### config.mk
export PLATFORM = sky130hd
export DESIGN_NAME = sub_signed_pipe
export DESIGN_NICKNAME = d
export VERILOG_FILES = /design/src/rtl/sub_signed_pipe.sv
export SDC_FILE = /design/constraint.sdc
export NUM_CORES = 1
export LEC_CHECK = 0
export CORE_ASPECT_RATIO = 1.75
export CORE_UTILIZATION = 55
export CTS_BUF_LIST = sky130_fd_sc_hd__clkbuf_4 sky130_fd_sc_hd__clkbuf_8
export DETAILED_ROUTE_END_ITERATION = 8
export PLACE_DENSITY_LB_ADDON = 0.1
export REMOVE_ABC_BUFFERS = 1
export SKIP_LAST_GASP = 1
export SLEW_MARGIN = 10
export SYNTH_ARGS = -nofsm -noshare
export SYNTH_HDL_FRONTEND = slang
export SYNTH_SLANG_ARGS = --single-unit
### constraint.sdc
create_clock -name clk -period 4.25 [get_ports clk]
set_clock_uncertainty 0.05 [all_clocks]
set_input_delay 1.275 -clock clk [delete_from_list [all_inputs] [get_ports clk]]
set_output_delay 1.275 -clock clk [all_outputs]
set_load 0.005 [all_outputs]
### src/rtl/sub_signed_pipe.sv
// sub_signed_pipe: pipelined two's-complement subtractor (result = a - b).
// The borrow chain is cut into CHUNK-bit slices with one slice resolved per
// stage. A stall-all valid/ready handshake moves the pipeline. The final
// stage also checks for signed overflow, saturates when asked to, and keeps a
// sticky overflow flag and a saturating overflow event counter.
module sub_signed_pipe #(
    parameter int WIDTH = 16,
    parameter int CHUNK = 8,
    parameter int CNT_W = 16
) (
    input  logic             clk,
    input  logic             rst_n,
    input  logic             in_valid,
    output logic             in_ready,
    input  logic [WIDTH-1:0] a,
    input  logic [WIDTH-1:0] b,
    input  logic             sat_en,
    output logic             out_valid,
    input  logic             out_ready,
    output logic [WIDTH-1:0] result,
    output logic             overflow,
    output logic             ovf_sticky,
    input  logic             ovf_clr,
    output logic [CNT_W-1:0] ovf_count
);

    localparam int L   = WIDTH / CHUNK;
    localparam int MSB = WIDTH - 1;

    // Saturation bound: MIN for a negative minuend, MAX otherwise.
    function automatic logic [WIDTH-1:0] sat_value(input logic neg);
        logic [WIDTH-1:0] v;
        v = {1'b0, {(WIDTH-1){1'b1}}};
        if (neg) begin
            v = {1'b1, {(WIDTH-1){1'b0}}};
        end else begin
            v = {1'b0, {(WIDTH-1){1'b1}}};
        end
        return v;
    endfunction

    // Signed overflow of a - b. The check uses the true sign of b, so a
    // subtrahend of MIN is handled correctly.
    function automatic logic sub_overflow(input logic a_msb, input logic b_msb,
                                          input logic w_msb);
        return (a_msb != b_msb) && (w_msb != a_msb);
    endfunction

    // Per-stage state. The operand slices travel with the beat, together with
    // the bits already resolved, the carry into the next slice and sat_en.
    logic             v_r   [L];
    logic [WIDTH-1:0] a_r   [L];
    logic [WIDTH-1:0] nb_r  [L];
    logic [WIDTH-1:0] sum_r [L];
    logic             c_r   [L];
    logic             sat_r [L];

    logic [WIDTH-1:0] result_r;
    logic             overflow_r;
    logic             sticky_r;
    logic [CNT_W-1:0] count_r;
    logic             ready_r;

    // Stage inputs, meaning what flows into stage k on the next advance.
    logic             src_v_s   [L];
    logic [WIDTH-1:0] src_a_s   [L];
    logic [WIDTH-1:0] src_nb_s  [L];
    logic [WIDTH-1:0] src_sum_s [L];
    logic             src_c_s   [L];
    logic             src_sat_s [L];
    logic [CHUNK:0]   slice_s   [L];
    logic [WIDTH-1:0] nx_sum_s  [L];
    logic             nx_c_s    [L];

    logic             adv_s;
    logic             take_s;
    logic             out_fire_s;
    logic             ovf_event_s;
    logic             fin_ovf_s;
    logic [WIDTH-1:0] fin_res_s;

    assign out_valid   = v_r[L-1];
    assign adv_s       = !v_r[L-1] || out_ready;
    assign in_ready    = ready_r && adv_s;
    assign take_s      = in_valid && in_ready;
    assign out_fire_s  = v_r[L-1] && out_ready;
    assign ovf_event_s = out_fire_s && overflow_r;

    assign result     = result_r;
    assign overflow   = overflow_r;
    assign ovf_sticky = sticky_r;
    assign ovf_count  = count_r;

    // Stage datapath: route each stage's input and resolve its slice.
    always_comb begin
        for (int k = 0; k < L; k++) begin
            src_v_s[k]   = 1'b0;
            src_a_s[k]   = {WIDTH{1'b0}};
            src_nb_s[k]  = {WIDTH{1'b0}};
            src_sum_s[k] = {WIDTH{1'b0}};
            src_c_s[k]   = 1'b0;
            src_sat_s[k] = 1'b0;
            slice_s[k]   = {(CHUNK+1){1'b0}};
            nx_sum_s[k]  = {WIDTH{1'b0}};
            nx_c_s[k]    = 1'b0;
        end
        fin_ovf_s = 1'b0;
        fin_res_s = {WIDTH{1'b0}};

        // Stage 0 forms A + ~B + 1, so the initial carry-in is 1.
        src_v_s[0]   = take_s;
        src_a_s[0]   = a;
        src_nb_s[0]  = ~b;
        src_sum_s[0] = {WIDTH{1'b0}};
        src_c_s[0]   = 1'b1;
        src_sat_s[0] = sat_en;
        for (int k = 1; k < L; k++) begin
            src_v_s[k]   = v_r[k-1];
            src_a_s[k]   = a_r[k-1];
            src_nb_s[k]  = nb_r[k-1];
            src_sum_s[k] = sum_r[k-1];
            src_c_s[k]   = c_r[k-1];
            src_sat_s[k] = sat_r[k-1];
        end

        for (int k = 0; k < L; k++) begin
            slice_s[k] = {1'b0, src_a_s[k][k*CHUNK +: CHUNK]}
                       + {1'b0, src_nb_s[k][k*CHUNK +: CHUNK]}
                       + {{CHUNK{1'b0}}, src_c_s[k]};
            nx_sum_s[k] = src_sum_s[k];
            nx_sum_s[k][k*CHUNK +: CHUNK] = slice_s[k][CHUNK-1:0];
            nx_c_s[k] = slice_s[k][CHUNK];
        end

        fin_ovf_s = sub_overflow(src_a_s[L-1][MSB], ~src_nb_s[L-1][MSB],
                                 nx_sum_s[L-1][MSB]);
        if (fin_ovf_s && src_sat_s[L-1]) begin
            fin_res_s = sat_value(src_a_s[L-1][MSB]);
        end else begin
            fin_res_s = nx_sum_s[L-1];
        end
    end

    // Pipeline registers. Every stage shifts together on advance and holds on a stall.
    always_ff @(posedge clk or negedge rst_n) begin
        if (!rst_n) begin
            for (int k = 0; k < L; k++) begin
                v_r[k]   <= 1'b0;
                a_r[k]   <= {WIDTH{1'b0}};
                nb_r[k]  <= {WIDTH{1'b0}};
                sum_r[k] <= {WIDTH{1'b0}};
                c_r[k]   <= 1'b0;
                sat_r[k] <= 1'b0;
            end
            result_r   <= {WIDTH{1'b0}};
            overflow_r <= 1'b0;
        end else if (adv_s) begin
            for (int k = 0; k < L; k++) begin
                v_r[k] <= src_v_s[k];
                if (src_v_s[k]) begin
                    a_r[k]   <= src_a_s[k];
                    nb_r[k]  <= src_nb_s[k];
                    sum_r[k] <= nx_sum_s[k];
                    c_r[k]   <= nx_c_s[k];
                    sat_r[k] <= src_sat_s[k];
                end
            end
            if (src_v_s[L-1]) begin
                result_r   <= fin_res_s;
                overflow_r <= fin_ovf_s;
            end
        end
    end

    // Hold off input acceptance until the first clock after reset release.
    always_ff @(posedge clk or negedge rst_n) begin
        if (!rst_n) begin
            ready_r <= 1'b0;
        end else begin
            ready_r <= 1'b1;
        end
    end

    // Overflow statistics. An overflowing transfer takes priority over a clear.
    always_ff @(posedge clk or negedge rst_n) begin
        if (!rst_n) begin
            sticky_r <= 1'b0;
            count_r  <= {CNT_W{1'b0}};
        end else if (ovf_event_s) begin
            sticky_r <= 1'b1;
            if (ovf_clr) begin
                count_r <= {{(CNT_W-1){1'b0}}, 1'b1};
            end else if (count_r != {CNT_W{1'b1}}) begin
                count_r <= count_r + {{(CNT_W-1){1'b0}}, 1'b1};
            end
        end else if (ovf_clr) begin
            sticky_r <= 1'b0;
            count_r  <= {CNT_W{1'b0}};
        end
    end

endmodule

After elaboration in Yosys (flattened, before gate mapping)
Index checks and enable logic that the tools add are counted.
{ "word_totals": {"out_inout_bits": 36, "in_bits": 38, "ff_bits": 79, "elab_cells": 43} }
{ "classes": {"mux": 8, "add_sub_neg": 5, "n_eq_ne": 3, "bitwise_logic": 2, "reduce_logical": 13} }
{ "op_table": {"columns": ["operator", "count"], "rows": [
  ["16-bit 2-to-1 mux", 6],
  ["16-bit by 1-bit adder with 16-bit output (second input constant)", 1],
  ["16-bit != test (second input constant)", 1],
  ["16-bit NOT", 1],
  ["8-bit by 8-bit adder with 9-bit output", 1],
  ["9-bit by 1-bit adder with 9-bit output (second input constant)", 1],
  ["8-bit by 1-bit adder with 8-bit output", 1],
  ["8-bit adder", 1],
  ["1-bit logical AND", 6],
  ["2-bit AND reduction", 3],
  ["2-bit nonzero test", 2],
  ["1-bit 2-to-1 mux", 2],
  ["1-bit != test", 2],
  ["1-bit logical NOT", 1],
  ["1-bit logical OR", 1],
  ["1-bit NOT", 1]
]} }

Logic depth before layout (Yosys ltp)
Gate-level depths: netlist of the first run.
{ "depth": {"depth_word": 6, "depth_mapped": 8, "ltp_nobuf": 8} }

Worst setup path before layout of the first run
No wires, ideal clock.
{ "synth_path": {"kind": "in2reg", "start": "in a[0]", "end": "reg sum_r (netlist bit nx_sum_s[6])", "n_path_buf": 0, "path_slack_ns": 1.252, "cell_stages": 8, "arrival_ns": 2.817, "required_time_ns": 4.069, "setup_ns": 0.131, "cell_sequence": "inv_1 > ha_1 > fa_1 > nor2b_1 > o21ai_0 > a21boi_0 > nor4_1 > or3_1"} }
{ "synth_between": {"elab_chain_cells": 2} }
{ "synth_rtl": {"columns": ["element", "line_no", "rtl"], "rows": [
  ["start, declared", "15", "input logic [WIDTH-1:0] a,"],
  ["8-bit by 8-bit adder with 9-bit output", "128", "+ {1'b0, src_nb_s[k][k*CHUNK +: CHUNK]}"],
  ["9-bit by 1-bit adder with 9-bit output", "129", "+ {{CHUNK{1'b0}}, src_c_s[k]};"],
  ["end signal, assigned by index", "151", "sum_r[k] <= {WIDTH{1'b0}};"],
  ["end signal, assigned by index", "163", "sum_r[k] <= nx_sum_s[k];"],
  ["end, declared", "54", "logic [WIDTH-1:0] sum_r [L];"]
]} }
Every way passes these cells.
A chain may end at the register's enable or synchronous reset.

Final worst setup path of the first run
{ "layout_path": {"start": "in out_ready", "end": "out in_ready"} }
{ "layout_between": {"elab_chain_cells": 2} }
{ "layout_rtl": {"columns": ["element", "line_no", "rtl"], "rows": [
  ["start, declared", "19", "input logic out_ready,"],
  ["1-bit logical OR", "83", "assign adv_s = !v_r[L-1] || out_ready;"],
  ["1-bit logical AND", "84", "assign in_ready = ready_r && adv_s;"],
  ["end, declared", "14", "output logic in_ready,"]
]} }
Every way passes these cells.

==> impl_metrics.toml, run 1 <==
[outcome]
outcome = "finished, final reports clean"

[detailed_routing]
drt_iter0_drc = 153
vias = 2919
drt-total-wl_um = 7380
dr.pass1.iters = 4
post_drt_wl_per_cell_um = 13.8
drtAntennaViolNets = 0
drc_errors = 0
via_per_inst = 5.45

[cells_and_area]
diodes = 0
multi_input_area_mm2 = 0.00170
regArea_mm2 = 0.00158
finalNonFillerCells = 536
nets = 509
syn2layout_area_growth_pct = 29.1
final_layout_size_suffix_gt1_frac = 0.0699
num-fill-cells = 497

[yosys]
yosysMostFrequentCell = "nand2_1"
synthMuxAreaShare = 0.00916
async_flop_share = 1.00
synth.area.top_cells = "dfrtp_1 (46%), nand2_1 (7.9%), o21ai_0 (7.2%), ha_1 (5.5%), nor2_1 (2.9%)"
synth-xor-area-share = 0.0488
syn_avg_cell_area_um2 = 9.03
synthesis.area_mm2 = 0.00341
synth_compound_area_frac = 0.148
synth.largest_area_cell = "dfrtp_1"
yosys.area_share.simple = 0.220
ys_types = 52
synthCells = 378
seq_area_frac_synth = 0.462
yosysTopAreaCellShare = 0.462
synth-edff-count = 0
yosysWarnings = 0
ys.flop_type = "dfrtp_1"
synth_top_family_by_area = "simple AND/OR/NAND/NOR gates"
synth_commonest_cells = "nand2_1 (72), dfrtp_1 (63), o21ai_0 (49), nor2_1 (26), inv_1 (19)"
synth-adder-area-share = 0.0726
synth_seq_cells = 63

[timing]
maxSlewViolCount = 0
fin_crit_sh = 0.897
slew-limit-headroom = 0.365
whs_ns = 0.428
hold_violations = 0
rsz0062_at_grt = "false"
max_freq_mhz = 262
worstMarginPinSlew_ns = 0.953
finalSetupTns_ns = 0
min_period_ns = 3.81
setup_violations = 0

[grt]
busiest_layer = "met2"
gr-usage-met2 = 0.439
track_usage = 0.258
use_met3 = 0.0560
grt_util_met1 = 0.293
antenna_found_initial = 0
grt_pass1_wl_um = 12500
grt_pass1_vias = 2856
grt_max_degree = 44
overflow = 0

[worst_setup_path]
cp-start-kind = "input port"
worst_ep_required_time_ns = 2.92
crit_arrival_ns = 2.49
regToRegStartpoint = "nb_r[27]"
regToRegSetupSlack_ns = 1.68
path_cells = "clkdlybuf4s50_1, nand2b_1, and2_1, clkdlybuf4s50_1"
cp-startpoint = "out_ready"
cp-end-kind = "output port"
slowest_delay_ns = 0.49
crit_slowest_cell = "clkdlybuf4s50_1"
crit_type = "in -> out"
crit_fanout = 3
crit_path_frequent_cell = "clkdlybuf4s50_1"

[clock_tree]
clkLatencyLatePin_ns = 0.33
cts_setup_buffers = 0
htree_levels = 3
clk_pin_slew_worst_paths_ns = 0.06
post_cts_resized = 0
cts.sinks = 63
clock-root-buffer = "clkbuf_8"
cts_tree = "done"
holdBufCountCts = 0
cts_buffers = 9
clk_path_buf_depth = 2

[place]
io_buffers = 73
dp_hpwl_um = 5640
routabilityCongestion = 0.817
dp_cells = 520

[floorplanning]
dieArea_mm2 = 0.00654
ioPinCount = 74
fp.dieH_um = 106
rows = 37
initial_utilization = 0.576
dieWidth_um = 61.6
core_mm2 = 0.00593

[pwr]
finalPower_mw = 1.87
max-vdd-ir-drop_uv = 291
power_density_mw_per_mm2 = 425
static-leakage-power_nw = 1.99

[job]
maxCapViolCount = 0

[worst_hold_path]
min_path_type = "reg -> reg"
min_from = "nx_sum_s[0]"
[stage by stage]
step           utilization  instance area (µm²)  setup slack, ns
5_1_grt              0.744                 4410            0.349
4_1_cts              0.744                 4410            0.431
3_3_place_gp         0.711                 4210            0.438
2_1_floorplan            -                 3350             1.23
3_5_place_dp         0.711                 4210            0.425
6_report             0.744                 4410            0.436
[worst paths after layout]
kind,endpoint,cells after the start
max in group asynchronous,a_r[29],2
min in group asynchronous,ovf_count[2],1
min reg2reg,nx_sum_s[0],2
max reg2reg,result[12],6
max,in_ready,4
min,nx_sum_s[0],2
[cell families after synthesis]
logic type | Yosys count
simple gates | 154
compound gates | 87
flops | 63
buf+inv | 33
xor+xnor | 19
fa+ha+maj | 18
mux | 3
other cells | 1
[state kept, by name (all words and copies together), names as in the netlist]
| name | cells |
|---|---|
| ovf_sticky | 1 |
| src_v_s | 1 |
| ovf_count | 16 |
| nx_sum_s | 8 |
| result | 16 |
| out_valid | 1 |
| a_r | 8 |
| nb_r | 8 |
| sat_r | 1 |
| overflow | 1 |
| ready_r | 1 |
| c_r | 1 |
[placed cells by master (no fill, tap or decap), types with 3 or more instances in the layout]
cell type,netlist,final
nand2_1,72,72
clkdlybuf4s50_1,0,72
dfrtp_1,63,63
o21ai_0,49,49
nor2_1,26,26
inv_1,19,19
ha_1,15,15
clkbuf_8,0,13
nand3_1,10,10
a21oi_1,10,10
xor2_1,10,10
xnor2_1,9,9
nor3_1,7,7
and3_1,5,5
nand4_1,5,5
nor4_1,5,5
buf_4,0,5
nor2b_1,4,4
o31ai_1,4,4
nand2b_1,3,3
o211ai_1,3,3
a21o_1,3,3
a211oi_1,3,3
o21a_1,3,3
fa_1,3,3
clkinv_2,0,3
[per-layer routing]
| layer | wire length [µm] | part of all wire |
|---|---|---|
| met1 | 2900 | 0.39 |
| met2 | 4000 | 0.54 |
| met3 | 288 | 0.039 |
| met4 | 201 | 0.027 |
| met5 | 0 | 0 |
[power breakdown]
group | leakage [nW] | switching, mW | internal [mW]
combinational | 1.08 | 0.270 | 0.310
sequential | 0.807 | 0.0836 | 0.721
clock | 0.105 | 0.216 | 0.272
total | 1.99 | 0.570 | 1.30
[critical path: cells and delay by family]
kind	cells	cell delay, ns
buffers and inverters	2	0.98
AND/OR/NAND/NOR	2	0.24
[area by class of cell]
class,instances,share of cell area
flip-flops and latches,63,0.358
clock buffers,13,0.0406
well taps,78,0.0221
repair buffers,78,0.173
multi-input cells,282,0.387
clock inverters,3,0.00341
inverters,19,0.0162
No activity file was read; power rests on OpenSTA's default activity.
==> inputs of run 2 (changes only) <==
Settings changed: ABC_CLOCK_PERIOD_IN_PS from default to 4700, SETUP_SLACK_MARGIN from default to 0.02.
Clock period 4.25 ns to 4.7 ns, I/O delays scaled along.
==> run 2 against run 1 <==
  * Final area grew 0.17%
  * Die area unchanged
  * Final cell count is 0.37% lower
  * Largest power group unchanged
==> impl_metrics.toml, run 2 (synthesis results as in run 1) <==
[floorplanning]
fp.dieH_um = 106
rows = 37
core_mm2 = 0.00593
dieArea_mm2 = 0.00654
initial_utilization = 0.576
ioPinCount = 74
dieWidth_um = 61.6

[cells_and_area]
finalNonFillerCells = 534
final_layout_size_suffix_gt1_frac = 0.0658
regArea_mm2 = 0.00158
diodes = 0
utilization = 0.745
syn2layout_area_growth_pct = 29.3
multi_input_area_mm2 = 0.00170
final_cell_mix = "nand2_1 (72), clkdlybuf4s50_1 (72), dfrtp_1 (63)"
num-fill-cells = 516
nets = 507

[worst_setup_path]
path_cells = "clkdlybuf4s50_1, nand2b_1, and2_1, clkdlybuf4s50_1"
crit_family = "buffers and inverters"
crit_type = "in -> out"
cp-start-kind = "input port"
slowest_delay_ns = 0.50
crit_arrival_ns = 2.80
crit_fanout = 7
path_buf_inv = 2
cp-end-kind = "output port"
crit_path_frequent_cell = "clkdlybuf4s50_1"
worst_ep_required_time_ns = 3.24
crit_slowest_cell = "clkdlybuf4s50_1"

[clock_tree]
post_cts_resized = 0
cts_setup_buffers = 0
holdBufCountCts = 0
clkLatencyLatePin_ns = 0.34
cts.sinks = 63
clk_pin_slew_worst_paths_ns = 0.06
cts_buffers = 9
cts_tree = "done"
clk_path_buf_depth = 2
clock-root-buffer = "clkbuf_8"
htree_levels = 3

[place]
io_buffers = 73
dp_cells = 518
dp_hpwl_um = 5520
routabilityCongestion = 0.836

[detailed_routing]
drc_errors = 0
post_drt_wl_per_cell_um = 13.4
vias = 2884
wirelength_met1_um = 2890
dr.pass1.iters = 4
dr_wl_met3_um = 219
drtAntennaViolNets = 0
drt-total-wl_um = 7140
via_per_inst = 5.40
top_layer = "met4"
wl_met2_um = 3890
drt_iter0_drc = 162

[timing]
worstMarginPinSlew_ns = 0.826
setup_violations = 0
slew-limit-headroom = 0.446
min_period_ns = 4.26
fin_crit_sh = 0.906
whs_ns = 0.423
maxSlewViolCount = 0
rsz0062_at_grt = "false"
hold_violations = 0
finalSetupTns_ns = 0
max_freq_mhz = 235

[grt]
antenna_found_initial = 0
grt_pass1_vias = 2869
grt_pass1_wl_um = 12400
grt_max_degree = 40
track_usage = 0.254
overflow = 0

[pwr]
finalPower_mw = 1.75
static-leakage-power_nw = 1.99
max-vdd-ir-drop_uv = 316
power_density_mw_per_mm2 = 396

[job]
maxCapViolCount = 0

[worst_hold_path]
min_path_type = "reg -> reg"

[outcome]
outcome = "finished, final reports clean"
[run 2: layout make-up]
cell class | instances | share of cell area
multi-input cells | 282 | 0.386
inverters | 19 | 0.0162
clock inverters | 4 | 0.0159
well taps | 78 | 0.0221
flip-flops and latches | 63 | 0.357
repair buffers | 76 | 0.170
clock buffers | 12 | 0.0332
[run 2: worst reg2reg max path, cell delays in order, from the launching register on]
cell	delay (ns)
dfrtp_1	0.39
ha_1	0.36
o211ai_1	0.14
o211a_1	0.27
nor3_2	0.68
o21ai_0	0.20
o21ai_0	0.21
[run 2: metrics by stage]
step	area (µm²)	worst slack [ns]
2_1_floorplan	3350	1.46
3_3_place_gp	4200	0.479
3_5_place_dp	4200	0.445
4_1_cts	4410	0.439
5_1_grt	4410	0.349
6_report	4410	0.440
[run 2: worst paths after layout]
path	from	endpoint	slack (ns)	depth (start not counted)
setup / recovery	out_ready	in_ready	0.44	4
hold reg to reg	nx_sum_s[7]	nx_sum_s[7]	0.42	2
setup reg to reg	a_r[27]	result[10]	2.30	6
min in group asynchronous	rst_n	ovf_count[3]	1.11	1
hold / removal	nx_sum_s[7]	nx_sum_s[7]	0.42	2
max in group asynchronous	rst_n	ovf_sticky	2.64	2
[run 2: per-layer routing]
metal	vias up	global-route usage
li1	1451	-
met1	1355	0.305
met2	68	0.432
met3	10	0.0450
met4	0	0.103
met5	-	0
[run 2: power breakdown]
| part | switching (mW) | internal (mW) |
|---|---|---|
| registers | 0.0754 | 0.652 |
| clock network | 0.193 | 0.315 |
| logic | 0.236 | 0.278 |
| total | 0.505 | 1.25 |
==> inputs of run 3 (changes only) <==
Settings changed: ABC_CLOCK_PERIOD_IN_PS 4700 to 3500, CORE_UTILIZATION 55 to 48, SLEW_MARGIN 10 to 20.
Clock period 4.7 ns to 3.5 ns, I/O delays scaled along.
==> run 3 against run 2 <==
  * Via count up 2.5%
  * Combinational power up 37%
  * Non-clock buffer count increased by 4
  * Final cell count rose by 1.9%
  * Highest routed layer unchanged
  * Sequential cell count did not move
  * Utilization fell by 9.0 points
  * Register-to-register slack got worse by 1.3 ns
  * Routed wire length rose by 6.0%
  * Sequential share of layout area is 0.61 points lower
==> impl_metrics.toml, run 3 (synthesis results as in run 1) <==
[outcome]
outcome = "finished, final reports clean"

[timing]
setup_ws_ns = 0.115
finalSetupTns_ns = 0
fin_crit_sh = 0.967
min_period_ns = 3.38
max_freq_mhz = 295
worstMarginPinSlew_ns = 0.875
setup_violations = 0
maxSlewViolCount = 0
slew-limit-headroom = 0.413
rsz0062_at_grt = "false"
hold_violations = 0
whs_ns = 0.429

[clock_tree]
clk_pin_slew_worst_paths_ns = 0.07
post_cts_resized = 0
cts.sinks = 63
cts_buffers = 9
clock-root-buffer = "clkbuf_8"
cts_tree = "done"
cts_setup_buffers = 0
clkLatencyLatePin_ns = 0.34
clk_path_buf_depth = 2
holdBufCountCts = 0
htree_levels = 3

[worst_setup_path]
worst_ep_required_time_ns = 2.40
path_cells = "clkdlybuf4s50_1, nand2b_1, and2_1, clkdlybuf4s50_1"
crit_path_frequent_cell = "clkdlybuf4s50_1"
crit_fanout = 3
regToRegStartpoint = "a_r[27]"
crit_slowest_cell = "clkdlybuf4s50_1"
regToRegSetupSlack_ns = 1.04
cp-start-kind = "input port"
path_buf_inv = 2
crit_family = "buffers and inverters"
worstReg2RegEnd = "result[4]"
crit_type = "in -> out"
crit_arrival_ns = 2.28
cp-end-kind = "output port"
slowest_delay_ns = 0.49
ff2ff_path_depth = 6

[grt]
track_usage = 0.226
grt_max_degree = 25
grt_pass1_vias = 2782
antenna_found_initial = 0
grt_pass1_wl_um = 12700
overflow = 0

[place]
routabilityCongestion = 0.821
place_area_mm2 = 0.00424
place_ws_ns = 0.127
io_buffers = 73
dp_cells = 528
dp_hpwl_um = 5640

[worst_hold_path]
min_path_cells = 2
min_path_type = "reg -> reg"
holdPathEnd = "nx_sum_s[5]"
min_from = "nx_sum_s[5]"

[floorplanning]
dieWidth_um = 65.7
ioPinCount = 74
initial_utilization = 0.498
dieArea_mm2 = 0.00747
rows = 40
core_mm2 = 0.00686
fp.dieH_um = 114

[pwr]
static-leakage-power_nw = 2.03
finalPower_mw = 2.47
power_density_mw_per_mm2 = 551
max-vdd-ir-drop_uv = 269

[cells_and_area]
final_cell_mix = "nand2_1 (72), clkdlybuf4s50_1 (72), dfrtp_1 (63)"
utilization = 0.655
syn2layout_area_growth_pct = 31.6
fin_area_mm2 = 0.00449
diodes = 0
final_layout_size_suffix_gt1_frac = 0.0739
nets = 511
finalNonFillerCells = 544

[detailed_routing]
via_per_inst = 5.43
dr.pass1.iters = 4
post_drt_wl_per_cell_um = 13.9
drc_errors = 0
vias = 2955
drt-total-wl_um = 7570
drtAntennaViolNets = 0
drt_iter0_drc = 103

[job]
maxCapViolCount = 0
[run 3: per-layer routing]
metal	vias up	share of wire	GRT usage
met4	0	0.024	0.103
met1	1419	0.42	0.262
met3	13	0.033	0.0550
met5	-	0	0
li1	1448	-	-
met2	75	0.53	0.384
[run 3: worst max path at each step]
stage	cells past startpoint	slack, ns	end	startpoint
6_report	4	0.12	in_ready	out_ready
5_1_grt	4	0.08	in_ready	out_ready
4_1_cts	4	0.12	in_ready	out_ready
3_5_place_dp	4	0.13	in_ready	out_ready
3_3_place_gp	4	0.16	in_ready	out_ready
2_1_floorplan	8	0.70	nx_sum_s[6]	a[0]
[run 3: report_power, final]
group          internal [mW]  switching [mW]
clock                  0.512           0.281
sequential             0.875           0.101
combinational          0.379           0.326
total                   1.77           0.708
[run 3: worst reg2reg max path, delay by kind of cell, from the launching register on]
| kind | cells | cell delay [ns] |
|---|---|---|
| flip-flops | 1 | 0.39 |
| adder cells (fa/ha/maj) | 1 | 0.36 |
| AO/OA/AOI/OAI | 5 | 1.57 |
[run 3: cell type report]
cell class                 instances  area (µm²)
fill                             602        2370
multi-input combinational        282        1700
sequential                        63        1580
timing repair buffer              80         778
clock buffer                      11         151
tap                               84         105
clock inverter                     5         104
inverter                          19        71.3
